## src/rtl/cmd_frame_crc7.sv

```systemverilog
// cmd_frame_crc7: SD host command framing stage.
// Latches a 40-bit command, runs a bit-serial CRC7 over it (MSB first) and
// presents {cmd, crc7, 1'b1} to the physical layer with a strobe/ack handshake.
// Optional macro CMD_RESP_CRC_CHECK_EN adds an independent CRC7 checker for
// 48-bit responses (ports resp_valid, resp_in, crc_ok).
module cmd_frame_crc7 #(
    parameter int unsigned PAYLOAD_W = 40,
    parameter logic [6:0]  CRC_POLY  = 7'h09
) (
    input  logic                   clock,
    input  logic                   reset,
    input  logic                   strobe_in,
    input  logic [PAYLOAD_W-1:0]   cmd_in,
    output logic                   ack_out,
    output logic                   strobe_out,
    input  logic                   ack_in,
    output logic [PAYLOAD_W+7:0]   frame_out,
    output logic                   busy
`ifdef CMD_RESP_CRC_CHECK_EN
    ,
    input  logic                   resp_valid,
    input  logic [PAYLOAD_W+7:0]   resp_in,
    output logic                   crc_ok
`endif
);

    localparam int unsigned CNT_W = (PAYLOAD_W > 1) ? $clog2(PAYLOAD_W) : 1;
    localparam logic [CNT_W-1:0] CNT_LAST = CNT_W'(PAYLOAD_W - 1);

    typedef enum logic [1:0] {
        StIdle,
        StCalc,
        StHold
    } state_e;

    state_e                 state;
    logic [PAYLOAD_W-1:0]   payload;
    logic [6:0]             crc;
    logic [CNT_W-1:0]       counter;
    logic                   fb;
    logic [6:0]             crc_next;

    // One CRC7 step over the payload bit selected by the down-counter
    always_comb begin
        fb       = payload[counter] ^ crc[6];
        crc_next = {crc[5:0], 1'b0} ^ (fb ? CRC_POLY : 7'h00);
    end

    // Framing FSM with registered handshake outputs
    always_ff @(posedge clock) begin
        if (!reset) begin
            state      <= StIdle;
            payload    <= '0;
            crc        <= '0;
            counter    <= '0;
            ack_out    <= 1'b0;
            strobe_out <= 1'b0;
            busy       <= 1'b0;
            frame_out  <= '0;
        end else begin
            ack_out <= 1'b0;
            unique case (state)
                StIdle: begin
                    if (strobe_in) begin
                        payload <= cmd_in;
                        crc     <= '0;
                        counter <= CNT_LAST;
                        ack_out <= 1'b1;
                        busy    <= 1'b1;
                        state   <= StCalc;
                    end
                end
                StCalc: begin
                    crc     <= crc_next;
                    counter <= counter - CNT_W'(1);
                    if (counter == '0) begin
                        // Last bit: frame is built from the final CRC directly
                        frame_out  <= {payload, crc_next, 1'b1};
                        strobe_out <= 1'b1;
                        state      <= StHold;
                    end
                end
                StHold: begin
                    // frame_out intentionally keeps its value after the ack
                    if (ack_in) begin
                        strobe_out <= 1'b0;
                        busy       <= 1'b0;
                        state      <= StIdle;
                    end
                end
                default: begin
                    state <= StIdle;
                end
            endcase
        end
    end

`ifdef CMD_RESP_CRC_CHECK_EN
    logic                   resp_active;
    logic [PAYLOAD_W-1:0]   resp_pay;
    logic [6:0]             resp_crc_rx;
    logic                   resp_end;
    logic [6:0]             resp_crc;
    logic [CNT_W-1:0]       resp_cnt;
    logic                   resp_fb;
    logic [6:0]             resp_crc_next;

    // Response CRC step, independent of the command engine
    always_comb begin
        resp_fb       = resp_pay[resp_cnt] ^ resp_crc[6];
        resp_crc_next = {resp_crc[5:0], 1'b0} ^ (resp_fb ? CRC_POLY : 7'h00);
    end

    // Response checker: capture, serial CRC, then one-cycle crc_ok on match
    always_ff @(posedge clock) begin
        if (!reset) begin
            resp_active <= 1'b0;
            resp_pay    <= '0;
            resp_crc_rx <= '0;
            resp_end    <= 1'b0;
            resp_crc    <= '0;
            resp_cnt    <= '0;
            crc_ok      <= 1'b0;
        end else begin
            crc_ok <= 1'b0;
            if (!resp_active) begin
                if (resp_valid) begin
                    resp_pay    <= resp_in[PAYLOAD_W+7:8];
                    resp_crc_rx <= resp_in[7:1];
                    resp_end    <= resp_in[0];
                    resp_crc    <= '0;
                    resp_cnt    <= CNT_LAST;
                    resp_active <= 1'b1;
                end
            end else begin
                resp_crc <= resp_crc_next;
                resp_cnt <= resp_cnt - CNT_W'(1);
                if (resp_cnt == '0) begin
                    resp_active <= 1'b0;
                    crc_ok      <= (resp_crc_next == resp_crc_rx) && resp_end;
                end
            end
        end
    end
`endif

endmodule

```

## config.mk

```make
export PLATFORM = sky130hd
export DESIGN_NAME = cmd_frame_crc7
export DESIGN_NICKNAME = d
export VERILOG_FILES = /design/src/rtl/cmd_frame_crc7.sv
export SDC_FILE = /design/constraint.sdc
export NUM_CORES = 1
export LEC_CHECK = 0
export ABC_AREA = 1
export CAP_MARGIN = 30
export CORE_AREA = 5 5 95 97
export CTS_CLUSTER_SIZE = 30
export DETAILED_ROUTE_END_ITERATION = 8
export DIE_AREA = 0 0 100 102
export PLACE_DENSITY = 0.84
export SETUP_SLACK_MARGIN = 0.2
export SLEW_MARGIN = 10
export SYNTH_ARGS = -nofsm -noshare
export SYNTH_HDL_FRONTEND = slang
export SYNTH_SLANG_ARGS = --single-unit
export TNS_END_PERCENT = 1
```

## constraint.sdc

```tcl
create_clock -name clock -period 5.27 [get_ports clock]
set_input_delay 1.054 -clock clock [delete_from_list [all_inputs] [get_ports clock]]
set_output_delay 1.054 -clock clock [all_outputs]
set_load 0.01 [all_outputs]
```

==> impl_metrics.json <==
{
  "synthesis.area_sq_mm": 0.00414,
  "num_rows": 33,
  "overflow": 0,
  "drtIter0Drc": 253,
  "critPathRequiredTime_ns": 5.55,
  "outcome": "completed",
  "avgSynthCellArea_sq_um": 7.30,
  "numCtsBuffers": 9,
  "fin_tns_setup_ns": 0,
  "grt_max_degree": 54,
  "crit_slowest_cell": "nor2_1",
  "ys_seq_area_frac": 0.513,
  "p_leak_nw": 2.15,
  "worstPathMaxFanout": 45,
  "gp_congestion": 0.910,
  "reg2reg_to": "frame_out[15]",
  "synth_adder_area_share": 0.00605,
  "rsz0062_at_grt": "no",
  "r2r-start": "counter[0]",
  "period_share": 0.557,
  "hold-path-endpoint": "frame_out[7]",
  "fill_cells": 694,
  "max-vdd-ir-drop_uv": 173,
  "grt_util_all_layers": 0.210,
  "max_freq_ghz": 0.340,
  "grt_pass1_vias": 3772,
  "p_sw_w": 0.000616,
  "grt_pass1_wl_um": 17400,
  "reg2reg_slack_ns": 2.47,
  "syn_to_final_growth_pct": 26.6,
  "place.port_buffers": 94,
  "syn_nets": 613,
  "stdcell_count": 748,
  "drt_wl_total_um": 10600,
  "n_antenna_cell": 0,
  "setup_violations": 0,
  "maxCapViolCount": 0,
  "powerDensity_mw_per_mm2": 362,
  "nets": 685,
  "dp_hpwl_um": 7040,
  "hold_path_class": "reg -> reg",
  "antenna_found_initial": 0,
  "crit_top_cell": "nand2_1",
  "slowest_delay_ns": 0.61,
  "post-cts-setup-buffers": 0,
  "wl_per_cell_um": 14.2,
  "rr_worst_depth": 7,
  "startpoint_type": "input port",
  "internal-power_w": 0.00128,
  "ys_seq_elements": 106,
  "synth_top_family_by_area": "simple AND/OR/NAND/NOR gates",
  "dieWidth_um": 100,
  "dp_cells": 732,
  "fin_skew_ns": 0.00700,
  "drive_gt1_frac": 0.0404,
  "synth_compound_area_frac": 0.140,
  "synthFlopType": "dfxtp_1",
  "critPathKind": "in -> reg",
  "hp-start": "frame_out[7]",
  "cts.path.max_buffers": 2,
  "slew-limit-headroom": 0.469,
  "final_hold_viol_count": 0,
  "coreArea_sq_mm": 0.00805,
  "pwr-share-seq": 0.519,
  "clock_sink_count": 106,
  "p_comb_frac": 0.257,
  "synth_mux_area_frac": 0,
  "cts_resized": 0,
  "cts-root-buf": "clkbuf_8",
  "initial_core_util": 0.514,
  "min_path_cells": 2,
  "async_reset_ff_frac": 0,
  "synth_edf_count": 0,
  "min_period_ns": 2.94,
  "post-route-drc-count": 0,
  "route.vias.total": 3970,
  "die_area_sq_mm": 0.0102,
  "clockPowerShare": 0.223,
  "synth_simple_gate_area_frac": 0.284,
  "h-tree-depth": 3,
  "setup.worst_path.end_class": "flop",
  "worstPathArrival_ns": 3.22,
  "worst_pin_slew_ns": 0.796,
  "ys_types": 23,
  "synth_warnings": 0,
  "worstPathCellList": "clkdlybuf4s50_1 > nand2_1 > buf_4 > inv_2 > nor2_1 > nand2_1 > a21oi_1",
  "synth_xor_area_frac": 0,
  "postSynthCellCount": 567,
  "ant_nets": 0,
  "multi_input_area_sq_mm": 0.00179,
  "viasPerCell": 5.31,
  "drv_slew": 0,
  "cts_hold_buf": 0,
  "switching_share": 0.325,
  "chipHeight_um": 102,
  "clkLatencyLatePin_ns": 0.35,
  "clk_pin_slew_ns": 0.09,
  "final-seq-area_sq_mm": 0.00212,
  "first_pass_iters": 5,
  "io_pins": 95,
  "cts_tree": "done"
}
## Yosys cell counts, types with 2 or more instances
library cell | number | area share
nand2_1 | 76 | 0.069
buf_2 | 9 | 0.011
dfxtp_1 | 106 | 0.51
a211oi_1 | 2 | 0.0036
o21ai_1 | 10 | 0.012
inv_1 | 13 | 0.012
nor2_1 | 172 | 0.16
nand3_2 | 3 | 0.0073
nand3_1 | 33 | 0.040
ha_1 | 2 | 0.0060
nor3_1 | 3 | 0.0036
buf_6 | 2 | 0.0054
a21oi_1 | 20 | 0.024
nand4_1 | 3 | 0.0045
clkbuf_1 | 23 | 0.021
buf_4 | 2 | 0.0036
inv_2 | 5 | 0.0045
o21ai_0 | 78 | 0.094
## layout make-up
type	instances	area share
flip-flops and latches	106	0.405
multi-input cells	407	0.341
repair buffers	97	0.187
clock buffers	12	0.0258
well taps	105	0.0251
inverters	18	0.0129
clock inverters	3	0.00334
## registers in the layout, indices dropped and copies added (netlist names)
register / cells
ack_out: 1
counter: 6
busy: 1
frame_out: 48
strobe_out: 1
state: 2
payload: 40
crc: 7
## cell usage in the layout, fill, tap and decap left out, drive strengths merged
cell type and count:
inv 18, ha 2, o211ai 1, a221oi 1, nor3 3, buf 4
nand4 3, nor2 172, a211oi 2, a21oi 20, nand3b 1, o21ai 88
dfxtp 106, clkdlybuf4s50 93, o221ai 1, nand2 77, clkinv 2, nand3 36
clkbuf 12, clkinvlp 1
## worst max-delay path, delay by kind of cell
kind                   cells  cell delay, ns
AND/OR/NAND/NOR            3            0.79
buffers and inverters      3            1.17
AO/OA/AOI/OAI              1            0.16
## power by group through the flow
stage	logic (W)	registers, W	clock network (W)
after floorplan	0.000296	0.000989	0
after global placement	0.000460	0.000998	0
after detailed placement	0.000480	0.000999	0
after CTS	0.000483	0.000982	0.000427
after global routing	0.000545	0.000998	0.000455
final	0.000488	0.000984	0.000423
## stage by stage
step	setup slack (ns)	power (W)	cell area [sq um]	hold slack, ns	util
after floorplan	3.35	0.00129	4140	0.435	-
after CTS	1.94	0.00189	5210	0.479	0.647
after global placement	2.06	0.00146	5060	0.460	0.628
after global routing	2.10	0.00200	5240	0.494	0.651
final	2.33	0.00189	5240	0.471	0.651
after detailed placement	1.96	0.00148	5060	0.465	0.628
## per-layer routing
| layer | up-vias | global-route usage | share of wire |
|---|---|---|---|
| met5 | - | 0 | 0 |
| met4 | 0 | 0.0746 | 0.012 |
| met3 | 10 | 0.0328 | 0.058 |
| met2 | 133 | 0.372 | 0.50 |
| met1 | 1856 | 0.260 | 0.43 |
| li1 | 1971 | - | - |
## worst max-delay path by stage
stage	endpoint	start	cells past startpoint
after global routing	crc[5]	strobe_in	7
final	crc[4]	strobe_in	7
after floorplan	crc[0]	strobe_in	5
after detailed placement	frame_out[15]	counter[0]	7
after CTS	frame_out[15]	counter[0]	7
after global placement	crc[3]	strobe_in	7
## cell families (layout without fill, tap and decap cells)
family,count (synthesis),in the layout
AOI/OAI and AO/OA,113,113
adders and majority gates,2,2
buffers and inverters,54,130
DFF,106,106
and+or+nand+nor,292,292
(Power assumes the default switching activity.)
